## src/rtl/cotm32_pipeline_pkg.sv

```systemverilog
// Shared pipeline-control types: controller state, redirect target encoding and
// the bundled stall/flush vector handed to the pipeline registers.
package cotm32_pipeline_pkg;

    typedef enum logic [1:0] {
        RUN        = 2'd0,
        MEM_WAIT   = 2'd1,
        TRAP_FLUSH = 2'd2,
        REDIRECT   = 2'd3
    } pipe_ctrl_state_t;

    localparam logic REDIRECT_SEL_MTVEC = 1'b0;
    localparam logic REDIRECT_SEL_MEPC  = 1'b1;

    typedef struct packed {
        logic stall_pc;
        logic stall_ifid;
        logic stall_idex;
        logic stall_exmem;
        logic flush_ifid;
        logic flush_idex;
        logic flush_exmem;
        logic flush_memwb;
    } pipe_ctrl_t;

    // Canned patterns; a register is never stalled and flushed in the same pattern.
    localparam pipe_ctrl_t PIPE_CTRL_IDLE     = pipe_ctrl_t'(8'b0000_0000);
    localparam pipe_ctrl_t PIPE_CTRL_RESET    = pipe_ctrl_t'(8'b0000_1111);
    localparam pipe_ctrl_t PIPE_CTRL_LOADUSE  = pipe_ctrl_t'(8'b1100_0100);
    localparam pipe_ctrl_t PIPE_CTRL_MEMWAIT  = pipe_ctrl_t'(8'b1111_0001);
    localparam pipe_ctrl_t PIPE_CTRL_TRAP     = pipe_ctrl_t'(8'b1000_1110);
    localparam pipe_ctrl_t PIPE_CTRL_REDIRECT = pipe_ctrl_t'(8'b0000_1000);

endpackage

```

## src/rtl/pipeline_ctrl_if.sv

```systemverilog
// Stage-status inputs and stall/flush/CSR outputs of the pipeline controller.
interface pipeline_ctrl_if;
    logic [4:0] i_id_rs1;
    logic [4:0] i_id_rs2;
    logic       i_id_uses_rs1;
    logic       i_id_uses_rs2;
    logic       i_ex_valid;
    logic       i_ex_is_load;
    logic [4:0] i_ex_rd;
    logic       i_mem_valid;
    logic       i_mem_trap;
    logic       i_mem_mret;
    logic       i_mem_busy;
    logic       o_stall_ifid;
    logic       o_stall_idex;
    logic       o_stall_exmem;
    logic       o_stall_pc;
    logic       o_flush_ifid;
    logic       o_flush_idex;
    logic       o_flush_exmem;
    logic       o_flush_memwb;
    logic       o_trap_take;
    logic       o_mret_take;
    logic       o_redirect;
    logic       o_redirect_sel;
    logic       o_mem_timeout;

    modport master (
        input  i_id_rs1, i_id_rs2, i_id_uses_rs1, i_id_uses_rs2,
        input  i_ex_valid, i_ex_is_load, i_ex_rd,
        input  i_mem_valid, i_mem_trap, i_mem_mret, i_mem_busy,
        output o_stall_ifid, o_stall_idex, o_stall_exmem, o_stall_pc,
        output o_flush_ifid, o_flush_idex, o_flush_exmem, o_flush_memwb,
        output o_trap_take, o_mret_take, o_redirect, o_redirect_sel, o_mem_timeout
    );

    modport slave (
        output i_id_rs1, i_id_rs2, i_id_uses_rs1, i_id_uses_rs2,
        output i_ex_valid, i_ex_is_load, i_ex_rd,
        output i_mem_valid, i_mem_trap, i_mem_mret, i_mem_busy,
        input  o_stall_ifid, o_stall_idex, o_stall_exmem, o_stall_pc,
        input  o_flush_ifid, o_flush_idex, o_flush_exmem, o_flush_memwb,
        input  o_trap_take, o_mret_take, o_redirect, o_redirect_sel, o_mem_timeout
    );
endinterface

```

## src/rtl/load_use_detect.sv

```systemverilog
// Flags an ID instruction that reads the destination of a load still in EX.
module load_use_detect (
    input  logic [4:0] id_rs1,
    input  logic [4:0] id_rs2,
    input  logic       id_uses_rs1,
    input  logic       id_uses_rs2,
    input  logic       ex_valid,
    input  logic       ex_is_load,
    input  logic [4:0] ex_rd,
    output logic       hazard
);
    logic rs1_hit_s;
    logic rs2_hit_s;

    // x0 never carries a dependency, so rd==0 cannot hazard.
    assign rs1_hit_s = id_uses_rs1 && (id_rs1 == ex_rd);
    assign rs2_hit_s = id_uses_rs2 && (id_rs2 == ex_rd);
    assign hazard    = ex_valid && ex_is_load && (ex_rd != 5'd0) && (rs1_hit_s || rs2_hit_s);
endmodule

```

## src/rtl/pipeline_ctrl.sv

```systemverilog
// Central stall/flush sequencer: load-use bubbles, data-memory waits with
// timeout, and trap/mret entry (drain, CSR commit window, PC redirect).
module pipeline_ctrl
    import cotm32_pipeline_pkg::*;
#(
    parameter int TRAP_LATENCY = 1,
    parameter int MEM_TIMEOUT  = 16
) (
    input  logic            i_clk,
    input  logic            i_rst_n,
    pipeline_ctrl_if.master bus
);
    localparam int WAIT_W = $clog2(MEM_TIMEOUT + 1);
    localparam int TRAP_W = $clog2(TRAP_LATENCY + 1);
    localparam logic [WAIT_W-1:0] WAIT_LAST = WAIT_W'(MEM_TIMEOUT - 1);
    localparam logic [TRAP_W-1:0] TRAP_LAST = TRAP_W'(TRAP_LATENCY - 1);

    pipe_ctrl_state_t  state_r, state_nxt_s;
    logic [WAIT_W-1:0] wait_cnt_r, wait_cnt_nxt_s;
    logic [TRAP_W-1:0] trap_cnt_r, trap_cnt_nxt_s;
    logic              sel_r, sel_nxt_s;
    pipe_ctrl_t        ctrl_s, out_ctrl_s;
    logic              trap_take_s, mret_take_s, redirect_s, timeout_s;
    logic              out_trap_take_s, out_mret_take_s, out_redirect_s;
    logic              out_sel_s, out_timeout_s;
    logic              load_use_s;

    load_use_detect u_load_use (
        .id_rs1      (bus.i_id_rs1),
        .id_rs2      (bus.i_id_rs2),
        .id_uses_rs1 (bus.i_id_uses_rs1),
        .id_uses_rs2 (bus.i_id_uses_rs2),
        .ex_valid    (bus.i_ex_valid),
        .ex_is_load  (bus.i_ex_is_load),
        .ex_rd       (bus.i_ex_rd),
        .hazard      (load_use_s)
    );

    // Next-state and per-cycle stall/flush decision.
    always_comb begin
        state_nxt_s    = state_r;
        wait_cnt_nxt_s = wait_cnt_r;
        trap_cnt_nxt_s = trap_cnt_r;
        sel_nxt_s      = sel_r;
        ctrl_s         = PIPE_CTRL_IDLE;
        trap_take_s    = 1'b0;
        mret_take_s    = 1'b0;
        redirect_s     = 1'b0;
        timeout_s      = 1'b0;
        case (state_r)
            RUN: begin
                if (bus.i_mem_valid && (bus.i_mem_trap || bus.i_mem_mret)) begin
                    trap_take_s    = bus.i_mem_trap;
                    mret_take_s    = ~bus.i_mem_trap;
                    sel_nxt_s      = bus.i_mem_trap ? REDIRECT_SEL_MTVEC : REDIRECT_SEL_MEPC;
                    ctrl_s         = PIPE_CTRL_TRAP;
                    trap_cnt_nxt_s = TRAP_W'(0);
                    state_nxt_s    = TRAP_FLUSH;
                end else if (bus.i_mem_valid && bus.i_mem_busy) begin
                    ctrl_s         = PIPE_CTRL_MEMWAIT;
                    wait_cnt_nxt_s = WAIT_W'(1);
                    state_nxt_s    = MEM_WAIT;
                end else if (load_use_s) begin
                    ctrl_s = PIPE_CTRL_LOADUSE;
                end else begin
                    ctrl_s = PIPE_CTRL_IDLE;
                end
            end
            MEM_WAIT: begin
                // Trap flags wait until RUN; the release cycle drives nothing.
                if (!bus.i_mem_busy) begin
                    wait_cnt_nxt_s = WAIT_W'(0);
                    state_nxt_s    = RUN;
                end else if (wait_cnt_r == WAIT_LAST) begin
                    timeout_s      = 1'b1;
                    wait_cnt_nxt_s = WAIT_W'(0);
                    state_nxt_s    = RUN;
                end else begin
                    ctrl_s         = PIPE_CTRL_MEMWAIT;
                    wait_cnt_nxt_s = wait_cnt_r + WAIT_W'(1);
                end
            end
            TRAP_FLUSH: begin
                ctrl_s = PIPE_CTRL_TRAP;
                if (trap_cnt_r == TRAP_LAST) begin
                    trap_cnt_nxt_s = TRAP_W'(0);
                    state_nxt_s    = REDIRECT;
                end else begin
                    trap_cnt_nxt_s = trap_cnt_r + TRAP_W'(1);
                end
            end
            REDIRECT: begin
                ctrl_s      = PIPE_CTRL_REDIRECT;
                redirect_s  = 1'b1;
                state_nxt_s = RUN;
            end
            default: begin
                wait_cnt_nxt_s = WAIT_W'(0);
                trap_cnt_nxt_s = TRAP_W'(0);
                state_nxt_s    = RUN;
            end
        endcase
    end

    // State, counters and latched redirect target.
    always_ff @(posedge i_clk or negedge i_rst_n) begin
        if (!i_rst_n) begin
            state_r    <= RUN;
            wait_cnt_r <= WAIT_W'(0);
            trap_cnt_r <= TRAP_W'(0);
            sel_r      <= REDIRECT_SEL_MTVEC;
        end else begin
            state_r    <= state_nxt_s;
            wait_cnt_r <= wait_cnt_nxt_s;
            trap_cnt_r <= trap_cnt_nxt_s;
            sel_r      <= sel_nxt_s;
        end
    end

    // During reset every register is flushed and no pulse escapes.
    always_comb begin
        if (!i_rst_n) begin
            out_ctrl_s      = PIPE_CTRL_RESET;
            out_trap_take_s = 1'b0;
            out_mret_take_s = 1'b0;
            out_redirect_s  = 1'b0;
            out_sel_s       = 1'b0;
            out_timeout_s   = 1'b0;
        end else begin
            out_ctrl_s      = ctrl_s;
            out_trap_take_s = trap_take_s;
            out_mret_take_s = mret_take_s;
            out_redirect_s  = redirect_s;
            out_sel_s       = redirect_s & sel_r;
            out_timeout_s   = timeout_s;
        end
    end

    assign bus.o_stall_pc     = out_ctrl_s.stall_pc;
    assign bus.o_stall_ifid   = out_ctrl_s.stall_ifid;
    assign bus.o_stall_idex   = out_ctrl_s.stall_idex;
    assign bus.o_stall_exmem  = out_ctrl_s.stall_exmem;
    assign bus.o_flush_ifid   = out_ctrl_s.flush_ifid;
    assign bus.o_flush_idex   = out_ctrl_s.flush_idex;
    assign bus.o_flush_exmem  = out_ctrl_s.flush_exmem;
    assign bus.o_flush_memwb  = out_ctrl_s.flush_memwb;
    assign bus.o_trap_take    = out_trap_take_s;
    assign bus.o_mret_take    = out_mret_take_s;
    assign bus.o_redirect     = out_redirect_s;
    assign bus.o_redirect_sel = out_sel_s;
    assign bus.o_mem_timeout  = out_timeout_s;
endmodule
```

## src/flat_wrapper.sv

```systemverilog
// flat-port wrapper written by rule: the top's interface ports become plain ports
module pipeline_ctrl_flat import cotm32_pipeline_pkg::*;
#(
    parameter int TRAP_LATENCY = 1,
    parameter int MEM_TIMEOUT  = 16
)
  (i_clk, i_rst_n, bus_i_id_rs1, bus_i_id_rs2, bus_i_id_uses_rs1, bus_i_id_uses_rs2, bus_i_ex_valid, bus_i_ex_is_load, bus_i_ex_rd, bus_i_mem_valid, bus_i_mem_trap, bus_i_mem_mret, bus_i_mem_busy, bus_o_stall_ifid, bus_o_stall_idex, bus_o_stall_exmem, bus_o_stall_pc, bus_o_flush_ifid, bus_o_flush_idex, bus_o_flush_exmem, bus_o_flush_memwb, bus_o_trap_take, bus_o_mret_take, bus_o_redirect, bus_o_redirect_sel, bus_o_mem_timeout);
  pipeline_ctrl_if bus_i ();
  input  logic i_clk;
  input  logic i_rst_n;
  input wire logic [$bits(bus_i.i_id_rs1)-1:0] bus_i_id_rs1;
  input wire logic [$bits(bus_i.i_id_rs2)-1:0] bus_i_id_rs2;
  input wire logic [$bits(bus_i.i_id_uses_rs1)-1:0] bus_i_id_uses_rs1;
  input wire logic [$bits(bus_i.i_id_uses_rs2)-1:0] bus_i_id_uses_rs2;
  input wire logic [$bits(bus_i.i_ex_valid)-1:0] bus_i_ex_valid;
  input wire logic [$bits(bus_i.i_ex_is_load)-1:0] bus_i_ex_is_load;
  input wire logic [$bits(bus_i.i_ex_rd)-1:0] bus_i_ex_rd;
  input wire logic [$bits(bus_i.i_mem_valid)-1:0] bus_i_mem_valid;
  input wire logic [$bits(bus_i.i_mem_trap)-1:0] bus_i_mem_trap;
  input wire logic [$bits(bus_i.i_mem_mret)-1:0] bus_i_mem_mret;
  input wire logic [$bits(bus_i.i_mem_busy)-1:0] bus_i_mem_busy;
  output wire logic [$bits(bus_i.o_stall_ifid)-1:0] bus_o_stall_ifid;
  output wire logic [$bits(bus_i.o_stall_idex)-1:0] bus_o_stall_idex;
  output wire logic [$bits(bus_i.o_stall_exmem)-1:0] bus_o_stall_exmem;
  output wire logic [$bits(bus_i.o_stall_pc)-1:0] bus_o_stall_pc;
  output wire logic [$bits(bus_i.o_flush_ifid)-1:0] bus_o_flush_ifid;
  output wire logic [$bits(bus_i.o_flush_idex)-1:0] bus_o_flush_idex;
  output wire logic [$bits(bus_i.o_flush_exmem)-1:0] bus_o_flush_exmem;
  output wire logic [$bits(bus_i.o_flush_memwb)-1:0] bus_o_flush_memwb;
  output wire logic [$bits(bus_i.o_trap_take)-1:0] bus_o_trap_take;
  output wire logic [$bits(bus_i.o_mret_take)-1:0] bus_o_mret_take;
  output wire logic [$bits(bus_i.o_redirect)-1:0] bus_o_redirect;
  output wire logic [$bits(bus_i.o_redirect_sel)-1:0] bus_o_redirect_sel;
  output wire logic [$bits(bus_i.o_mem_timeout)-1:0] bus_o_mem_timeout;
  assign bus_i.i_id_rs1 = bus_i_id_rs1;
  assign bus_i.i_id_rs2 = bus_i_id_rs2;
  assign bus_i.i_id_uses_rs1 = bus_i_id_uses_rs1;
  assign bus_i.i_id_uses_rs2 = bus_i_id_uses_rs2;
  assign bus_i.i_ex_valid = bus_i_ex_valid;
  assign bus_i.i_ex_is_load = bus_i_ex_is_load;
  assign bus_i.i_ex_rd = bus_i_ex_rd;
  assign bus_i.i_mem_valid = bus_i_mem_valid;
  assign bus_i.i_mem_trap = bus_i_mem_trap;
  assign bus_i.i_mem_mret = bus_i_mem_mret;
  assign bus_i.i_mem_busy = bus_i_mem_busy;
  assign bus_o_stall_ifid = bus_i.o_stall_ifid;
  assign bus_o_stall_idex = bus_i.o_stall_idex;
  assign bus_o_stall_exmem = bus_i.o_stall_exmem;
  assign bus_o_stall_pc = bus_i.o_stall_pc;
  assign bus_o_flush_ifid = bus_i.o_flush_ifid;
  assign bus_o_flush_idex = bus_i.o_flush_idex;
  assign bus_o_flush_exmem = bus_i.o_flush_exmem;
  assign bus_o_flush_memwb = bus_i.o_flush_memwb;
  assign bus_o_trap_take = bus_i.o_trap_take;
  assign bus_o_mret_take = bus_i.o_mret_take;
  assign bus_o_redirect = bus_i.o_redirect;
  assign bus_o_redirect_sel = bus_i.o_redirect_sel;
  assign bus_o_mem_timeout = bus_i.o_mem_timeout;
  pipeline_ctrl #(.TRAP_LATENCY(TRAP_LATENCY), .MEM_TIMEOUT(MEM_TIMEOUT)) u_core (.i_clk(i_clk), .i_rst_n(i_rst_n), .bus(bus_i));
endmodule
```

## config.mk

```make
export PLATFORM = sky130hd
export DESIGN_NAME = pipeline_ctrl_flat
export DESIGN_NICKNAME = d
export VERILOG_FILES = /design/src/rtl/cotm32_pipeline_pkg.sv /design/src/rtl/pipeline_ctrl_if.sv /design/src/rtl/load_use_detect.sv /design/src/rtl/pipeline_ctrl.sv /design/src/flat_wrapper.sv
export SDC_FILE = /design/constraint.sdc
export NUM_CORES = 1
export LEC_CHECK = 0
export BUFFER_PORTS_ARGS = -buffer_cell sky130_fd_sc_hd__buf_2
export CAP_MARGIN = 10
export CORE_ASPECT_RATIO = 1.25
export CORE_MARGIN = 5
export CORE_UTILIZATION = 41
export DETAILED_ROUTE_END_ITERATION = 16
export PLACE_DENSITY = 0.75
export REMOVE_ABC_BUFFERS = 1
export SYNTH_ARGS = -nofsm -noshare
export SYNTH_HDL_FRONTEND = slang
export SYNTH_SLANG_ARGS = --single-unit
```

## constraint.sdc

```tcl
create_clock -name i_clk -period 4.08 [get_ports i_clk]
set_clock_uncertainty 0.1 [all_clocks]
set_input_delay 0.204 -clock i_clk [delete_from_list [all_inputs] [get_ports i_clk]]
set_output_delay 0.204 -clock i_clk [all_outputs]
set_load 0.005 [all_outputs]
```

==> results.cfg, run 1 <==
[synth]
ys_async_sr_fraction = 1.00
synth_ff_type = dfrtp_1
yosysSeqAreaShare = 0.291
synthTopCellsByCount = 8 x dfrtp_1, 8 x xor2_1, 5 x a21oi_1
synth_cell_types = 39
yosys.area.top_type = dfrtp_1
yosys-top-cells-area = dfrtp_1 29%, xor2_1 10%, a21oi_1 3.6%
synth.avg_cell_area_sq_um = 8.38
yosys_register_bits = 8
yosysTopAreaCellShare = 0.291
yosys_warnings = 0
synth_edf_count = 0
synthCells = 82
syn_area_sq_um = 687

[cts]
root_buffer = clkbuf_4
clock-sinks = 8
clockBufferDepth = 2
cts_max_level = 1
tritoncts = yes
numCtsBuffers = 3
cts_resized = 0
clock_latency_ns = 0.25
clk_pin_slew_ns = 0.05

[power]
power.density_nw_per_um2 = 442
p_leak_nw = 0.460
power.total_mw = 0.403
ir_worst_vdd_v = 0.000266

[finish]
syn_to_final_growth_pct = 32.8
finalNetCount = 149
drive_above_1_share = 0.372
diodes = 0

[drt]
drt-initial-drc-count = 14
postRouteAntennaNets = 0
drc = 0
dr.pass1.iters = 4
wl_per_cell_um = 13.6
viasPerCell = 5.53
vias = 769
wl_um = 1890

[floorplan]
die_h_um = 55.8
die_area_sq_um = 2600
num_rows = 16
die_x_um = 46.6
start_util = 0.434
fp.coreArea_sq_um = 1580
io_pins = 38

[global_route]
busiest_layer = met2
grt_max_degree = 16
met2_usage = 0.244
grtUsageTotal = 0.142
grtUsageMet3 = 0.0259
met1_usage = 0.163
antenna_found_initial = 0
grt_pass1_vias = 735
grt_pass1_wl_um = 2860
overflow = 0

[sta]
max_freq_ghz = 0.488
grt_setup_unrepaired = false
finalSetupViolCount = 0
slew_violations = 0
slew_headroom = 0.765
final-hold-violation-count = 0
tns_ns = 0
hold_ws_ns = 0.0991
period_needed_ns = 2.05
period_share = 0.503
worst_pin_slew_ns = 0.350

[run]
cap_violations = 0

[min_path]
whs_path_depth = 2
hp-class = in2reg

[critical_path]
crit_family = simple AND/OR/NAND/NOR gates
crit_arrival_ns = 1.75
crit_cells = 6
path_cells = ha_1, nand4b_1, and2_4, a41oi_1, o22ai_1, buf_2
crit_required_ns = 3.78
slowest_delay_ns = 0.37
cp_num_buf_inv = 1
cp-start-kind = flop
reg2regPathDepth = 5
crit_slowest_cell = dfrtp_1
worstPathMaxFanout = 4
end_kind = output port
critPathKind = reg2out

[place]
gp_congestion = 0.898
hpwl_um = 1530
port_buffers = 37

[status]
status = complete, no violations
state kept, by name, indices dropped and copies added (netlist names):
register and cells:
u_core.sel_r 1, u_core.state_r 2, u_core.wait_cnt_r 5
layer usage:
metal | routed length (um) | vias up
li1 | - | 383
met1 | 729 | 356
met2 | 930 | 28
met3 | 200 | 2
met4 | 26 | 0
met5 | 0 | -
cells by family after synthesis:
group	share of synthesized area
fa+ha+maj	0.0182
simple gates	0.275
flops	0.291
compound gates	0.239
buf+inv	0.0492
xor+xnor	0.128
stage by stage:
| stage | util | setup slack, ns | cell area [sq um] | cells |
|---|---|---|---|---|
| 3_3_place_gp | 0.556 | 2.37 | 880 | 135 |
| 3_5_place_dp | 0.556 | 2.31 | 880 | 135 |
| 2_1_floorplan | - | 2.56 | 672 | 80 |
| 4_1_cts | 0.577 | 2.04 | 912 | 139 |
| 6_report | 0.577 | 2.03 | 912 | 139 |
| 5_1_grt | 0.577 | 1.91 | 912 | 139 |
worst reg2reg max path: cells and delay by family (launching register included):
kind | cells | cell delay [ns]
AO/OA/AOI/OAI | 2 | 0.32
adder cells (fa/ha/maj) | 1 | 0.22
flip-flops | 1 | 0.37
AND/OR/NAND/NOR | 2 | 0.39
layout make-up:
type	count	area (sq um)
multi-input cells	67	453
fillers	154	669
flip-flops and latches	8	200
clock buffers	3	22.5
inverters	5	18.8
repair buffers	38	195
well taps	18	22.5
cells in the final DEF, fill, tap and decap left out, types with 2 or more instances in the layout:
master / synthesis / routed
dfrtp_1: 8 / 8
a21oi_1: 5 / 5
nor2_1: 4 / 4
nand2b_1: 2 / 2
a21o_1: 2 / 2
nand3_1: 4 / 4
buf_2: 0 / 37
xnor2_1: 2 / 2
inv_1: 4 / 4
nand2_1: 4 / 4
o21ai_1: 3 / 3
clkbuf_4: 0 / 3
a32oi_1: 2 / 2
nor3_1: 4 / 4
xor2_1: 8 / 8
nand4_1: 2 / 2
nor4_1: 3 / 3
where the power goes:
group	total, mW	internal, mW	switching, mW
registers	0.145	0.107	0.0378
clock network	0.0590	0.0336	0.0254
logic	0.199	0.0914	0.107
total	0.403	0.232	0.171
worst paths after layout:
kind,start,endpoint,slack [ns]
worst min register to register,u_core.wait_cnt_r[4]$_DFFE_PN0P_,u_core.wait_cnt_r[4]$_DFFE_PN0P_,0.39
max in group asynchronous,i_rst_n,u_core.wait_cnt_r[0]$_DFFE_PN0P_,3.38
worst max register to register,u_core.wait_cnt_r[1]$_DFFE_PN0P_,u_core.wait_cnt_r[3]$_DFFE_PN0P_,2.59
min in group asynchronous,i_rst_n,u_core.wait_cnt_r[3]$_DFFE_PN0P_,0.27
worst max-delay path,u_core.wait_cnt_r[1]$_DFFE_PN0P_,bus_o_stall_ifid,2.03
worst min-delay path,bus_i_mem_trap,u_core.sel_r$_DFFE_PN0P_,0.1
what timing repair did:
action                    CTS  global route
buffers inserted            0             0
hold endpoints to repair    8             0
hold buffers                1             0
Power figures use the tool's default switching activity.
==> inputs of run 2 (changes only) <==
--- a/config.mk
+++ b/config.mk
@@ -9,7 +9,7 @@
 export CAP_MARGIN = 10
 export CORE_ASPECT_RATIO = 1.25
 export CORE_MARGIN = 5
-export CORE_UTILIZATION = 41
+export CORE_UTILIZATION = 39
 export DETAILED_ROUTE_END_ITERATION = 16
 export PLACE_DENSITY = 0.75
 export REMOVE_ABC_BUFFERS = 1
==> constraint.sdc (replaced) <==
create_clock -name i_clk -period 1.72 [get_ports i_clk]
set_clock_uncertainty 0.1 [all_clocks]
set_input_delay 0.086 -clock i_clk [delete_from_list [all_inputs] [get_ports i_clk]]
set_output_delay 0.086 -clock i_clk [all_outputs]
set_load 0.005 [all_outputs]
==> results.cfg, run 2 (synthesized netlist as in run 1, its figures left out) <==
[sta]
hold_ws_ns = 0.0853
layout_setup_ws_ns = -0.0216
period_needed_ns = 1.74
worst_pin_slew_ns = 0.346
final-hold-violation-count = 0
tns_ns = -0.0216
grt_setup_unrepaired = true
period_share = 1.01
slew_headroom = 0.768
slew_violations = 0
max_freq_ghz = 0.574
finalSetupViolCount = 1

[drt]
viasPerCell = 5.47
drt-initial-drc-count = 9
dr.pass1.iters = 4
vias = 820
wl_um = 2000
wl_per_cell_um = 13.4
postRouteAntennaNets = 0
drc = 0

[finish]
syn_to_final_growth_pct = 48.5
fill_cells = 166
reg_top3 = u_core.wait_cnt_r x5, u_core.state_r x2, u_core.sel_r x1
finalNetCount = 159
largest_reg_flops = 5
fin_cells = 150
diodes = 0
drive_above_1_share = 0.427
largest-register = u_core.wait_cnt_r
final_common_cell = buf_2
layout.cells.most_common_list = 37 x buf_2, 9 x buf_4, 8 x xor2_1, 8 x dfrtp_1, 5 x a21oi_1
final_area_sq_um = 1020

[critical_path]
r2r-start = u_core.wait_cnt_r[1]$_DFFE_PN0P_
reg2regPathDepth = 5
critPathKind = reg2out
crit_start = u_core.wait_cnt_r[1]$_DFFE_PN0P_
end_kind = output port
crit_required_ns = 1.53
crit_arrival_ns = 1.56
worstPathMaxFanout = 4
reg2reg_to = u_core.wait_cnt_r[3]$_DFFE_PN0P_
cp-start-kind = flop
r2r_setup_slack_ns = 0.34

[power]
p_seq_frac = 0.266
power.density_nw_per_um2 = 1090
p_comb_frac = 0.611
ir_worst_vdd_v = 0.000716
p_leak_nw = 0.509
switchingPower_mw = 0.454
internal_power_mw = 0.655
switching_share = 0.409
p_clk_frac = 0.123

[global_route]
grtUsageTotal = 0.150
antenna_found_initial = 0
overflow = 0
grt_pass1_vias = 781
grt_pass1_wl_um = 3090
grt_max_degree = 10

[cts]
root_buffer = clkbuf_4
clockBufferDepth = 2
numCtsBuffers = 3
clk_pin_slew_ns = 0.05
cts_max_level = 1
clock_latency_ns = 0.25
clock-sinks = 8
tritoncts = yes

[place]
post_dp_cell_area_sq_um = 911
hpwl_um = 1600
port_buffers = 37
gp_congestion = 0.909
dp.cells = 140
place_ws_ns = 0.139

[status]
status = finished, violations left
violations = setup timing

[floorplan]
die_h_um = 56.9
die_x_um = 47.5
fp.coreArea_sq_um = 1720
num_rows = 17
io_pins = 38
start_util = 0.399
die_area_sq_um = 2710

[run]
cap_violations = 0

[min_path]
hp-class = in2async
## run 2: power by group through the flow
| stage | combinational [mW] | clock, mW | sequential [mW] |
|---|---|---|---|
| final | 0.677 | 0.137 | 0.295 |
| after global routing | 0.760 | 0.158 | 0.301 |
| after CTS | 0.612 | 0.147 | 0.293 |
| after detailed placement | 0.556 | 0 | 0.301 |
| after global placement | 0.545 | 0 | 0.294 |
| after floorplan | 0.315 | 0 | 0.322 |
## run 2: repair_timing
action	CTS	global route
buffers inserted	3	2
setup endpoints to repair	4	6
hold buffers	2	0
endpoints found under the hold margin	9	0
gates resized for setup	2	3
pin swaps	1	2
## run 2: layout make-up
cell class / instances / area, sq um / area share
sequential: 8 / 200 / 0.196
timing repair buffer: 48 / 273 / 0.267
multi-input combinational: 67 / 479 / 0.470
tap: 19 / 23.8 / 0.0233
clock buffer: 3 / 22.5 / 0.0221
inverter: 5 / 21.3 / 0.0209
## run 2: through the flow
step / util / total power, mW
after floorplan: - / 0.637
after global placement: 0.529 / 0.839
after detailed placement: 0.529 / 0.857
after CTS: 0.572 / 1.05
after global routing: 0.592 / 1.22
final: 0.592 / 1.11
## run 2: worst max-delay path by stage
stage               slack, ns                to
finish                  -0.02  bus_o_stall_ifid
CTS                      0.01  bus_o_stall_ifid
global placement         0.21  bus_o_stall_ifid
detailed placement       0.14  bus_o_stall_ifid
floorplan                0.32  bus_o_stall_ifid
global route            -0.13  bus_o_stall_ifid
## run 2: critical path, stage by stage, from the launching register on
cell,delay [ns]
dfrtp_1,0.36
ha_2,0.19
nand4b_1,0.11
and2_4,0.18
a41oi_4,0.19
o22ai_1,0.13
buf_2,0.15
## run 2: routing by layer
| layer | GRT usage | vias up | part of all wire |
|---|---|---|---|
| met5 | 0 | - | 0 |
| met4 | 0.0500 | 0 | 0 |
| met3 | 0.0353 | 0 | 0.11 |
| met2 | 0.266 | 26 | 0.54 |
| met1 | 0.164 | 387 | 0.35 |
| li1 | - | 407 | - |
==> inputs of run 3 (changes only) <==
--- a/config.mk
+++ b/config.mk
@@ -5,13 +5,13 @@
 export SDC_FILE = /design/constraint.sdc
 export NUM_CORES = 1
 export LEC_CHECK = 0
+export ABC_AREA = 1
 export BUFFER_PORTS_ARGS = -buffer_cell sky130_fd_sc_hd__buf_2
 export CAP_MARGIN = 10
-export CORE_ASPECT_RATIO = 1.25
-export CORE_MARGIN = 5
-export CORE_UTILIZATION = 39
+export CORE_MARGIN = 2
+export CORE_UTILIZATION = 40
 export DETAILED_ROUTE_END_ITERATION = 16
-export PLACE_DENSITY = 0.75
+export PLACE_DENSITY = 0.74
 export REMOVE_ABC_BUFFERS = 1
 export SYNTH_ARGS = -nofsm -noshare
 export SYNTH_HDL_FRONTEND = slang
==> results.cfg, run 3 <==
[status]
status = complete, no violations

[floorplan]
die_x_um = 47.9
io_pins = 38
start_util = 0.437
fp.coreArea_sq_um = 1760
die_area_sq_um = 2290
die_h_um = 47.9
num_rows = 15

[cts]
numCtsBuffers = 3
clock-sinks = 8
clockBufferDepth = 2
clk_pin_slew_ns = 0.05
clock_latency_ns = 0.25
tritoncts = yes
cts_max_level = 1
root_buffer = clkbuf_4

[drt]
viasPerCell = 4.77
routed.top_layer = met4
vias = 954
drt-initial-drc-count = 13
wl_um = 1960
dr.pass1.iters = 3
drc = 0
wl_met3_um = 71
postRouteAntennaNets = 0
wl_met2_um = 935
wl_met1_um = 916
wl_per_cell_um = 9.81

[finish]
largest-register = u_core.wait_cnt_r
final_common_cell = nand2_1
finalNetCount = 203
layout.cells.most_common_list = 42 x nand2_1, 37 x buf_2, 21 x inv_1
diodes = 0
fill_cells = 198
reg_top3 = u_core.wait_cnt_r x5, u_core.state_r x2, u_core.sel_r x1
drive_above_1_share = 0.360
multi_input_area_sq_um = 484
largest_reg_flops = 5
syn_to_final_growth_pct = 39.6
register_area_sq_um = 200

[sta]
slew_violations = 0
period_share = 0.977
period_needed_ns = 1.68
worst_pin_slew_ns = 0.248
finalSetupViolCount = 0
layout_setup_ws_ns = 0.0398
slew_headroom = 0.833
final-hold-violation-count = 0
max_freq_ghz = 0.595
hold_ws_ns = 0.0232

[power]
p_leak_nw = 0.648
switchingPower_mw = 0.490
internal_power_mw = 0.620
p_clk_frac = 0.132
power.density_nw_per_um2 = 1030
p_comb_frac = 0.561
switching_share = 0.441
ir_worst_vdd_v = 0.000496
power.total_mw = 1.11
p_seq_frac = 0.307

[global_route]
overflow = 0
grt_max_degree = 13
grt_pass1_wl_um = 3110
grt_pass1_vias = 771
grtUsageTotal = 0.191
antenna_found_initial = 0

[synth]
synthCells = 130
yosysSeqAreaShare = 0.260
synth_ff_type = dfrtp_1
syn_area_sq_um = 771
yosys.area.top_type = dfrtp_1
yosysTopAreaCellShare = 0.260
synth_most_common_cell = nand2_1
ys_async_sr_fraction = 1.00
yosys_register_bits = 8
synth_cell_types = 27
synthTopCellsByCount = 42 x nand2_1, 21 x inv_1, 14 x nor2_1, 8 x dfrtp_1, 8 x nand3_1
yosys_warnings = 0
yosys-top-cells-area = dfrtp_1 26%, nand2_1 20%, inv_1 10%
synth_edf_count = 0
synth.avg_cell_area_sq_um = 5.93

[place]
port_buffers = 37
gp_congestion = 0.799
hpwl_um = 1540
place_ws_ns = 0.266

[critical_path]
slowest_delay_ns = 0.42
crit_arrival_ns = 1.49
cp_num_buf_inv = 1
crit_family = simple AND/OR/NAND/NOR gates
worstPathMaxFanout = 5
critPathKind = reg2out
path_cells = ha_4, nand4_4, nand2_4, o21ai_2, or2_1, buf_2
crit_slowest_cell = dfrtp_1
end_kind = output port
cp-start-kind = flop
crit_required_ns = 1.53

[min_path]
hp-class = in2reg

[run]
cap_violations = 0
-- run 3: worst paths after layout --
path	start	to	slack (ns)	cells after the start
min in group asynchronous	i_rst_n	u_core.wait_cnt_r[2]$_DFFE_PN0P_	0.20	3
hold reg to reg	u_core.wait_cnt_r[4]$_DFFE_PN0P_	u_core.wait_cnt_r[4]$_DFFE_PN0P_	0.43	2
hold / removal	bus_i_mem_busy	u_core.wait_cnt_r[3]$_DFFE_PN0P_	0.02	3
setup reg to reg	u_core.state_r[0]$_DFFE_PN0P_	u_core.state_r[0]$_DFFE_PN0P_	0.49	4
max in group asynchronous	i_rst_n	u_core.state_r[1]$_DFFE_PN0P_	1.17	3
setup / recovery	u_core.wait_cnt_r[0]$_DFFE_PN0P_	bus_o_flush_memwb	0.04	6
-- run 3: per-layer routing --
layer  global-route usage  vias to the layer above
li1                     -                      497
met1                0.258                      432
met2                0.301                       21
met3               0.0377                        4
met4               0.0649                        0
met5                    0                        -
-- run 3: power groups by stage --
stage / registers [mW] / logic, mW / clock network (mW)
2_1_floorplan: 0.311 / 0.373 / 0
3_3_place_gp: 0.320 / 0.522 / 0
3_5_place_dp: 0.327 / 0.528 / 0
4_1_cts: 0.326 / 0.547 / 0.156
5_1_grt: 0.349 / 0.705 / 0.166
6_report: 0.341 / 0.622 / 0.147
-- run 3: timing repair --
item,4_1_cts,5_1_grt
pin swaps,1,1
buffers inserted,1,3
hold buffers,1,0
setup endpoints to repair,1,3
gates resized for setup,2,2
hold endpoints to repair,8,0
cloned,0,0
-- run 3: worst reg2reg max path, delay by kind of cell, from the launching register on --
| family | cells | cell delay (ns) |
|---|---|---|
| simple gates | 3 | 0.53 |
| compound gates | 1 | 0.06 |
| flops | 1 | 0.44 |
-- run 3: cell families (layout without fill, tap and decap cells) --
group	after synthesis	count (layout)	synth area share
adders and majority gates	1	1	0.0162
and+or+nand+nor	78	78	0.456
AOI/OAI and AO/OA	12	12	0.0990
xor gates and xnor gates	2	2	0.0227
buffers and inverters	29	74	0.146
DFF	8	8	0.260
-- run 3: metrics by stage --
stage,TNS [ns],instance area [sq um],instances,util
5_1_grt,-0.0269,1080,200,0.610
6_report,0,1080,200,0.610
3_3_place_gp,0,987,192,0.560
2_1_floorplan,0,763,129,-
3_5_place_dp,0,987,192,0.560
4_1_cts,0,1040,197,0.589
-- run 3: final cells by class --
class,instances,share of cell area
sequential,8,0.186
clock buffer,3,0.0209
timing repair buffer,43,0.216
inverter,28,0.0977
multi-input combinational,93,0.450
tap,25,0.0291
